--- src/rtl/piece_bag_gen.sv ---
`default_nettype none
// ============================================================================
// Module      : piece_bag_gen
// Description : Piece generator with an LFSR source and a look-ahead queue.
//               The queue has PREVIEW_DEPTH+1 entries; entry 0 is the head.
//               Define PIECE_GEN_BAG_EN to draw pieces from a shuffled bag,
//               so every NUM_PIECES draws form a permutation. Leave it
//               undefined for plain random draws, where repeats can occur.
// Revision    : 1.0 - initial release
// ============================================================================
module piece_bag_gen #(
  parameter int                NUM_PIECES    = 7,
  parameter int                PIECE_W       = 3,
  parameter int                PREVIEW_DEPTH = 3,
  parameter int                LFSR_W        = 16,
  parameter logic [LFSR_W-1:0] TAPS          = 16'hB400,
  parameter logic [LFSR_W-1:0] SEED          = 16'hACE1
) (
  input  logic                               clk,
  input  logic                               rst,
  input  logic                               seed_load,
  input  logic [LFSR_W-1:0]                  seed,
  input  logic                               next_req,
  output logic [PIECE_W-1:0]                 piece,
  output logic                               piece_valid,
  output logic [PREVIEW_DEPTH*PIECE_W-1:0]   preview,
  output logic [$clog2(PREVIEW_DEPTH+2)-1:0] count
);

  localparam int                QD        = PREVIEW_DEPTH + 1;
  localparam int                CNT_W     = $clog2(PREVIEW_DEPTH + 2);
  localparam logic [7:0]        NP8       = 8'(NUM_PIECES);
  // An all-zero LFSR would lock up, so a zero seed is replaced by 1.
  localparam logic [LFSR_W-1:0] SEED_SAFE = (SEED == '0) ? LFSR_W'(1) : SEED;

  localparam logic [0:0] ST_FILL  = 1'b0;
  localparam logic [0:0] ST_READY = 1'b1;

  logic [LFSR_W-1:0]  lfsr;
  logic [LFSR_W-1:0]  lfsr_step;
  logic [7:0]         cand_idx;
  logic [PIECE_W-1:0] cand;
  logic [PIECE_W-1:0] drawn;
  logic               pop;
  logic               push;
  logic [CNT_W-1:0]   tail;
  logic [CNT_W-1:0]   count_nxt;
  logic [0:0]         state;
  logic [PIECE_W-1:0] entries     [QD];
  logic [PIECE_W-1:0] entries_nxt [QD];

  // Galois step and candidate piece, both taken from the current LFSR value
  always_comb begin
    lfsr_step = lfsr[0] ? ((lfsr >> 1) ^ TAPS) : (lfsr >> 1);
    cand_idx  = lfsr[7:0] % NP8;
    cand      = PIECE_W'(cand_idx) + PIECE_W'(1);
  end

  // LFSR advances every cycle unless a new seed is loaded
  always_ff @(posedge clk) begin
    if (rst) begin
      lfsr <= SEED_SAFE;
    end else if (seed_load) begin
      lfsr <= (seed == '0) ? LFSR_W'(1) : seed;
    end else begin
      lfsr <= lfsr_step;
    end
  end

`ifdef PIECE_GEN_BAG_EN
  logic [NUM_PIECES-1:0] used;
  logic [NUM_PIECES-1:0] drawn_oh;
  logic [NUM_PIECES-1:0] used_set;
  logic                  found;

  // Circular search from the candidate for the first code not yet drawn
  // from this bag. The mask never fills, so a free code always exists.
  always_comb begin
    drawn    = cand;
    drawn_oh = '0;
    found    = 1'b0;
    for (int i = 0; i < NUM_PIECES; i++) begin
      for (int j = 0; j < NUM_PIECES; j++) begin
        if (!found && !used[j] && (((int'(cand_idx) + i) % NUM_PIECES) == j)) begin
          found       = 1'b1;
          drawn       = PIECE_W'(j + 1);
          drawn_oh[j] = 1'b1;
        end
      end
    end
    used_set = used | drawn_oh;
  end

  // Bag mask marks drawn codes and clears when the bag is complete
  always_ff @(posedge clk) begin
    if (rst) begin
      used <= '0;
    end else if (push) begin
      used <= (&used_set) ? '0 : used_set;
    end
  end
`else
  assign drawn = cand;
`endif

  // A pop always comes with a push, so occupancy only ever grows or holds
  always_comb begin
    pop       = next_req && (count != '0);
    push      = (state == ST_FILL) || pop;
    tail      = pop ? (count - CNT_W'(1)) : count;
    count_nxt = (push && !pop) ? (count + CNT_W'(1)) : count;
  end

  // Next queue contents: shift toward the head on pop, then write the tail
  always_comb begin
    for (int i = 0; i < QD; i++) begin
      entries_nxt[i] = entries[i];
    end
    if (pop) begin
      for (int i = 0; i < QD - 1; i++) begin
        entries_nxt[i] = entries[i + 1];
      end
      entries_nxt[QD-1] = '0;
    end
    for (int i = 0; i < QD; i++) begin
      if (push && (i == int'(tail))) begin
        entries_nxt[i] = drawn;
      end
    end
  end

  // Queue, occupancy and FILL/READY state registers
  always_ff @(posedge clk) begin
    if (rst) begin
      count <= '0;
      state <= ST_FILL;
      for (int i = 0; i < QD; i++) begin
        entries[i] <= '0;
      end
    end else begin
      count <= count_nxt;
      state <= (count_nxt == CNT_W'(QD)) ? ST_READY : ST_FILL;
      for (int i = 0; i < QD; i++) begin
        entries[i] <= entries_nxt[i];
      end
    end
  end

  assign piece       = entries[0];
  assign piece_valid = (count != '0);

  genvar k;
  generate
    for (k = 1; k <= PREVIEW_DEPTH; k++) begin : g_preview
      assign preview[(k-1)*PIECE_W +: PIECE_W] = entries[k];
    end
  endgenerate

endmodule
`default_nettype wire

--- config.mk ---
export PLATFORM = sky130hd
export DESIGN_NAME = piece_bag_gen
export DESIGN_NICKNAME = d
export VERILOG_FILES = /design/src/rtl/piece_bag_gen.sv
export SDC_FILE = /design/constraint.sdc
export NUM_CORES = 1
export LEC_CHECK = 0
export BUFFER_PORTS_ARGS = -buffer_cell sky130_fd_sc_hd__buf_2
export CORE_ASPECT_RATIO = 1.25
export CORE_MARGIN = 5
export CORE_UTILIZATION = 50
export CTS_CLUSTER_SIZE = 8
export DETAILED_ROUTE_END_ITERATION = 7
export GPL_TIMING_DRIVEN = 1
export PLACE_DENSITY = 0.72
export SLEW_MARGIN = 20
export SYNTH_ARGS = -nofsm -noshare
export SYNTH_HDL_FRONTEND = slang
export SYNTH_SLANG_ARGS = --single-unit
export TNS_END_PERCENT = 10
--- constraint.sdc ---
create_clock -name clk -period 4.1 [get_ports clk]
set_input_delay 0.615 -clock clk [delete_from_list [all_inputs] [get_ports clk]]
set_output_delay 0.615 -clock clk [all_outputs]
set_load 0.03 [all_outputs]
== Word level (Yosys, flattened, before mapping) ==
Memory sizes are Yosys's and may differ from the RTL's.
Index checks and enable logic that the tools add are counted.
Widths: inputs -> output; s select.
Storage, ports and cells
  register bits after elaboration: 20
  latch bits: 0
  memory bits (writable): 12
  memory bits (read-only): 0
  output and inout bits: 16
  memories kept: 1
Cells by class
  $add $sub $neg: 3
  multiply operators: 0
  div/mod/pow operators: 1
  order comparisons: 0
  equality and inequality tests: 4
  shifts and indexed selects: 0
  muxes and demuxes: 18
  bitwise gates (word level): 6
  reductions and logical operators: 11
Memories
  entries: depth 4, bits a word 3, read ports 4, clocked after Yosys merged registers in 0, wr ports 4, line 49  | logic [PIECE_W-1:0] entries [QD];
Operators by type and width (number)
  $mux 16: 3
  $mux 3: 10
  $logic_not 16->1: 1
  $mux 12: 1
  $mod 8x3->8 const B: 1
  $add 3x1->3 const B: 2
  $eq 3x3->1 const A: 2
  $logic_and 1x1->1: 6
  $mux 1: 4
  $not 3->4: 1
  $or 1x1->1: 4
  $eq 2x3->1 const A: 1
  $eq 3x3->1 const B: 1
  $logic_not 3->1: 1
  $reduce_bool 3->1: 1
  $sub 3x1->3 const B: 1
  $logic_not 1->1: 1
  $logic_or 1x1->1: 1
  $not 1->1: 1

== Depth between registers and ports, before layout ==
Gate-level depths: netlist of the first run.
  depth in word-level cells: 7
  mapped depth: 17
  gate-level depth less buffers: 15

== Worst setup path after synthesis of the first run ==
Ideal clock, no wire load.
  kind: register -> register
  start point: register lfsr[4]
  end point: memory entries[3][2] (netlist: entries[0][11])
  setup time: 0.074 ns
  arrival: 3.557 ns
  data required time: 4.026 ns
  slack: 0.468 ns
  stages on the path, launching flop included: 16
  buffers on the path: 1
  cell sequence: dfxtp_1 buf_6 and3_1 o32a_1 o221ai_2 ha_1 nand2_1 nand3_1 xor2_1 ha_1 inv_1 o31ai_2 mux2_2 ha_1 or4_1 a31oi_1
RTL lines
  start, declared: line 39  | logic [LFSR_W-1:0] lfsr;
  start signal, assigned: line 64  | lfsr <= (seed == '0) ? LFSR_W'(1) : seed;
  start signal, assigned: line 66  | lfsr <= lfsr_step;
  end, declared: line 49

==> results of run 1 <==
[final cells by class]
type	instances	area share, %
repair buffers	41	8.96
clock buffers	6	2.95
inverters	12	1.83
clock inverters	2	1.42
well taps	56	2.85
flip-flops and latches	32	26.2
multi-input cells	205	55.8
[cell families after synthesis]
logic type,after synthesis,synth area share [%]
buf+inv,30,6.49
flops,32,29.9
mux,8,3.80
compound gates,77,27.1
simple gates,104,25.0
fa+ha+maj,7,4.03
xor+xnor,9,3.68
[power by group]
group | total [mW] | leakage (nW) | internal, mW | switching, mW
clock | 0.292 | 0.0552 | 0.180 | 0.112
combinational | 0.710 | 0.741 | 0.258 | 0.452
sequential | 0.439 | 0.265 | 0.373 | 0.0652
total | 1.44 | 1.06 | 0.812 | 0.630
[worst reg2reg max path: stages, from the launching register on]
cell and delay [ps]:
dfxtp_2 370, buf_4 170, or2_4 270, o32a_1 170, o221ai_2 220, ha_1 230, nand2_1 120, nand3_1 130
xor2_1 190, ha_1 220, inv_1 100, o31ai_2 290, mux2_2 370, ha_2 220, or4_1 510, a31oi_1 160
[cell usage in the layout, fill, tap and decap left out, types with 3 or more instances in the layout]
| master | count |
|---|---|
| a211o_1 | 4 |
| a211oi_1 | 9 |
| a21o_1 | 3 |
| a21oi_1 | 17 |
| a31oi_1 | 3 |
| and2_1 | 8 |
| and3_1 | 6 |
| buf_2 | 35 |
| buf_4 | 6 |
| clkbuf_8 | 5 |
| dfxtp_1 | 29 |
| dfxtp_2 | 3 |
| ha_1 | 5 |
| inv_1 | 11 |
| mux2i_1 | 7 |
| nand2_1 | 30 |
| nand2b_1 | 5 |
| nand3_1 | 3 |
| nor2_1 | 23 |
| nor2b_1 | 3 |
| nor3_1 | 5 |
| nor4_1 | 5 |
| o211ai_1 | 4 |
| o21a_1 | 3 |
| o21ai_0 | 5 |
| o31ai_1 | 4 |
| or4_1 | 4 |
| xor2_1 | 6 |
[path summary, 6_finish.rpt]
check | depth (start not counted) | end | slack, ps | from
worst min register to register | 1 | lfsr[7] | 450 | lfsr[8]
worst max-delay path | 15 | entries[0][11] | 310 | lfsr[5]
worst min-delay path | 1 | lfsr[7] | 450 | lfsr[8]
worst max register to register | 15 | entries[0][11] | 310 | lfsr[5]
[flip-flops by register name, indices dropped and copies added (netlist names)]
name,flops
entries,12
count,3
lfsr,16
state,1
[per-layer routing]
metal / vias up / GRT usage, % / wire length (µm)
met1: 931 / 24.8 / 2210
met2: 35 / 30.0 / 2510
met3: 14 / 2.97 / 134
met4: 0 / 8.50 / 144
met5: - / 0 / 0
li1: 1037 / - / -
[per-stage QoR]
stage / utilization (%) / setup slack [ps] / total power, mW
finish: 59.5 / 312 / 1.44
global route: 59.5 / 34.3 / 1.56
CTS: 59.2 / 107 / 1.44
detailed placement: 56.6 / 120 / 1.14
global placement: 56.6 / 263 / 1.14
floorplan: - / 468 / 0.975
==> reports/qor.csv, run 1 <==
stage,metric,value,unit
run_status,status,finished clean,
finish,seqCellArea,644,µm²
timing,clock.fmax,264,MHz
setup_path,cp_max_fo,8,
synthesis,async_flop_share,0,%
global_routing,grt_max_degree,37,
global_routing,grt_pass1_vias,1979,
setup_path,timing.critical_path.mode_cell,ha_1,
synthesis,ys_warn_count,0,
synthesis,synth_area,2140,µm²
placed_design,dp_hpwl,3720,µm
setup_path,startpoint_type,flop,
die,start_util,51.8,%
clock_network,clockBufferDepth,2,
detailed_routing,vias,2017,
placed_design,place_area,2340,µm²
die,core,4130,µm²
timing,skew,6.93,ps
setup_path,cp_num_buf_inv,2,
synthesis,synth_flop_cell,dfxtp_1,
timing,fin_crit,3790,ps
finish,final_nets,323,
detailed_routing,wl_per_cell,14.1,µm
clock_network,htree_levels,2,
clock_network,root_buffer,clkbuf_8,
die,die_y,83.2,µm
die,dieArea,5700,µm²
pwr,peakVddDrop,389,µV
flow_run,max-cap-violations,0,
setup_path,cpPeakStageDelay,510,ps
pwr,p_leak,1.06,nW
finish,nFillCells,407,
synthesis,synth_cell_type_count,63,
timing,worst_pin_slew,576,ps
synthesis,synth_commonest_cells,"dfxtp_1, nand2_1, nor2_1, a21oi_1, inv_1",
finish,final_cells,354,
setup_path,crit_required,4310,ps
timing,period_share,92.4,%
die,die_x,68.5,µm
synthesis,seq_area_frac_synth,29.9,%
synthesis,synthMostInstantiatedCell,dfxtp_1,
setup_path,critPathTopFamily,simple AND/OR/NAND/NOR gates,
finish,drive_gt1_share,21.5,%
timing,relSlewSlack,61.6,%
synthesis,yosysTopAreaCell,dfxtp_1,
clock_network,clk_pin_slew,70,ps
timing,fin_setup_tns,0,ps
finish,diodes,0,
timing,hold_slack,454,ps
finish,multi_input_area,1370,µm²
detailed_routing,drc,0,
timing,hold_viol_final,0,
finish,final_cell_area,2460,µm²
setup_path,worstPathCellList,buf_4 -> or2_4 -> o32a_1 -> o221ai_2 -> ha_1 -> nand2_1 -> nand3_1 -> xor2_1 -> ha_1 -> inv_1 -> o31ai_2 -> mux2_2 -> ha_2 -> or4_1 -> a31oi_1,
detailed_routing,drt-initial-drc-count,120,
detailed_routing,dr.pass1.iters,4,
clock_network,cts_made_buffers,5,
synthesis,synth-seq-cells,32,
min_path,hp-class,flop to flop,
setup_path,critPathArrivalTime,3990,ps
timing,rsz0062_at_grt,false,
global_routing,grt_pass1_wl,8730,µm
synthesis,synth_edf_count,0,
setup_path,slowest_stage,or4_1,
placed_design,gp_routability_congestion,0.857,
global_routing,antenna_found_initial,0,
synthesis,synth_area_leaders,"dfxtp_1, nand2_1, nor2_1, a21oi_1, ha_1",
timing,finalMaxSlewViolations,0,
clock_network,cts_hold_buf,0,
detailed_routing,ant_nets,0,
clock_network,cts_tree,done,
clock_network,post-cts-setup-buffer-count,0,
synthesis,syn-num-nets,293,
finish,area_delta_synth_final,14.8,%
die,num_rows,26,
setup_path,endpoint_kind,flop,
global_routing,overflow,0,
setup_path,worstSetupPathType,flop to flop,
clock_network,clock-sinks,32,
detailed_routing,wl,5000,µm
detailed_routing,routed_via_density,5.70,
synthesis,synth_top_cell_area_share,29.9,%
placed_design,io_buffer_count,35,
placed_design,placed_cells,346,
timing,setup_viol,0,
synthesis,synthCells,267,
synthesis,syn_avg_cell_area,8.02,µm²
clock_network,insertion_delay,280,ps
clock_network,ctsResizeCount,0,
global_routing,grt_usage,19.0,%
pwr,power_density,586,nW/µm²
die,ios,36,
Note: power is estimated with default switching activity, not from simulation.
==> run 2, diff against run 1 <==
RECOVER_POWER = 25   (was not set)
==> run 2 against run 1 <==
First-iteration DRC count unchanged. Non-clock buffer count unchanged. Setup slack barely moved. Register-to-register slack hardly changed. Critical endpoint unchanged. Sequential power about the same. Critical path type unchanged. Clock-buffer cell count unchanged. Clock skew hardly changed. Utilization is 0.091 points lower.
==> reports/qor.csv, run 2 (synthesis results as in run 1) <==
stage,metric,value,unit,change
run_status,status,finished clean,,
die,die_y,83.2,µm,unchanged
detailed_routing,wl,5000,µm,about the same
setup_path,rr_worst_depth,15,,unchanged
setup_path,cpPeakStageDelay,510,ps,about the same
die,core,4130,µm²,unchanged
placed_design,preCtsSetupSlack,120,ps,unchanged
setup_path,endpoint_kind,flop,,
global_routing,grt_pass1_wl,8730,µm,unchanged
global_routing,grt_max_degree,37,,unchanged
min_path,hold_path_depth,1,,unchanged
clock_network,cts_tree,done,,
setup_path,cp_max_fo,8,,unchanged
detailed_routing,ant_nets,0,,unchanged
clock_network,clockBufferDepth,2,,unchanged
timing,finalMaxSlewViolations,0,,unchanged
die,dieArea,5700,µm²,unchanged
flow_run,max-cap-violations,0,,unchanged
setup_path,startpoint_type,flop,,
placed_design,io_buffer_count,35,,unchanged
setup_path,critPathTopFamily,simple AND/OR/NAND/NOR gates,,
finish,layout_commonest_cell,buf_2,,
detailed_routing,drc,0,,unchanged
setup_path,crit_required,4310,ps,about the same
global_routing,antenna_found_initial,0,,unchanged
clock_network,insertion_delay,280,ps,about the same
timing,fin_setup_tns,0,ps,unchanged
detailed_routing,wl_per_cell,14.1,µm,about the same
pwr,peakVddDrop,389,µV,about the same
timing,fin_ws,312,ps,+0.150 ps
clock_network,post-cts-setup-buffer-count,0,,unchanged
clock_network,cts_made_buffers,5,,unchanged
timing,worst_pin_slew,797,ps,+221 ps
die,num_rows,26,,unchanged
global_routing,grt_pass1_vias,1979,,unchanged
timing,skew,6.93,ps,-0.0000600 ps
timing,period_share,92.4,%,about the same
finish,drive_gt1_share,20.5,%,-1.0 points
finish,area_delta_synth_final,14.7,%,
timing,hold_viol_final,0,,unchanged
timing,fin_crit,3790,ps,-0.150 ps
clock_network,clk_pin_slew,70,ps,about the same
timing,hold_slack,454,ps,unchanged
setup_path,worstSetupPathType,flop to flop,,
finish,most-common-layout-cells,"buf_2, nand2_1, dfxtp_1, nor2_1, a21oi_1",,
timing,rsz0062_at_grt,false,,
global_routing,grt_usage,19.0,%,unchanged
timing,relSlewSlack,46.9,%,-15 points
finish,final_nets,323,,unchanged
timing,setup_viol,0,,unchanged
finish,top_regs,"lfsr x16, entries x12, count x3",,
pwr,p_leak,1.05,nW,-0.97%
setup_path,crit_cells,15,,unchanged
clock_network,clock-sinks,32,,unchanged
finish,regMostFlops,lfsr,,
pwr,power_density,587,nW/µm²,about the same
setup_path,worstPathCellList,buf_4 -> or2_4 -> o32a_1 -> o221ai_2 -> ha_1 -> nand2_1 -> nand3_1 -> xor2_1 -> ha_1 -> inv_1 -> o31ai_2 -> mux2_2 -> ha_2 -> or4_1 -> a31oi_1,,
detailed_routing,routed_via_density,5.70,,unchanged
die,start_util,51.8,%,unchanged
finish,diodes,0,,unchanged
clock_network,root_buffer,clkbuf_8,,
global_routing,overflow,0,,unchanged
min_path,hp-class,flop to flop,,
finish,nFillCells,407,,unchanged
detailed_routing,dr.pass1.iters,4,,unchanged
placed_design,dp_hpwl,3720,µm,unchanged
setup_path,cp_num_buf_inv,2,,unchanged
setup_path,slowest_stage,or4_1,,
clock_network,htree_levels,2,,unchanged
setup_path,timing.critical_path.mode_cell,ha_1,,
setup_path,critPathArrivalTime,3990,ps,about the same
detailed_routing,drt-initial-drc-count,120,,unchanged
detailed_routing,vias,2017,,unchanged
die,die_x,68.5,µm,unchanged
pwr,power,1.44,mW,-0.10%
placed_design,gp_routability_congestion,0.857,,unchanged
die,ios,36,,unchanged
clock_network,cts_hold_buf,0,,unchanged
finish,largest_reg_flops,16,,unchanged
timing,clock.fmax,264,MHz,about the same
## run 2: changes by cell type in the layout (fill, tap and decap cells not counted)
cell	before	now
buf_2	35	32
clkbuf_1	1	4
## run 2: final cells by class
type / instances / area (µm²) / share of cell area [%]
inverter: 12 / 45.0 / 1.83
tap: 56 / 70.1 / 2.85
clock buffer: 6 / 72.6 / 2.96
multi-input combinational: 205 / 1370 / 55.9
clock inverter: 2 / 35.0 / 1.43
timing repair buffer: 41 / 216 / 8.82
sequential: 32 / 644 / 26.2
## run 2: repair_timing
action                                  in CTS  in global routing
endpoints found under the hold margin        0                  0
resized for setup                            0                  5
endpoints found under the setup margin       0                  7
## run 2: final timing paths
| check | startpoint | end | slack, ps |
|---|---|---|---|
| worst min register to register | lfsr[8] | lfsr[7] | 450 |
| worst max-delay path | lfsr[5] | entries[0][11] | 310 |
| worst min-delay path | lfsr[8] | lfsr[7] | 450 |
| worst max register to register | lfsr[5] | entries[0][11] | 310 |
## run 2: stage by stage
| step | area, µm² | instances | util, % |
|---|---|---|---|
| global route | 2450 | 354 | 59.4 |
| CTS | 2440 | 354 | 59.2 |
| global placement | 2340 | 346 | 56.6 |
| detailed placement | 2340 | 346 | 56.6 |
| floorplan | 2140 | 267 | - |
| finish | 2450 | 354 | 59.4 |
## run 2: power by group
group | switching (mW) | total (mW) | internal, mW
logic | 0.452 | 0.709 | 0.256
registers | 0.0654 | 0.439 | 0.373
clock network | 0.112 | 0.293 | 0.180
## run 2: worst register-to-register path, cell delays in order, from the launching register on
cell	delay [ps]
dfxtp_2	370
buf_4	170
or2_4	270
o32a_1	170
o221ai_2	220
ha_1	230
nand2_1	120
nand3_1	130
xor2_1	190
ha_1	220
inv_1	100
o31ai_2	290
mux2_2	370
ha_2	220
or4_1	510
a31oi_1	160
## run 2: routing by layer
| layer | share of wire, % | wire length (µm) | track usage, % |
|---|---|---|---|
| met1 | 44 | 2210 | 24.8 |
| met2 | 50 | 2510 | 30.0 |
| met3 | 2.7 | 134 | 2.97 |
| met4 | 2.9 | 144 | 8.50 |
| met5 | 0 | 0 | 0 |
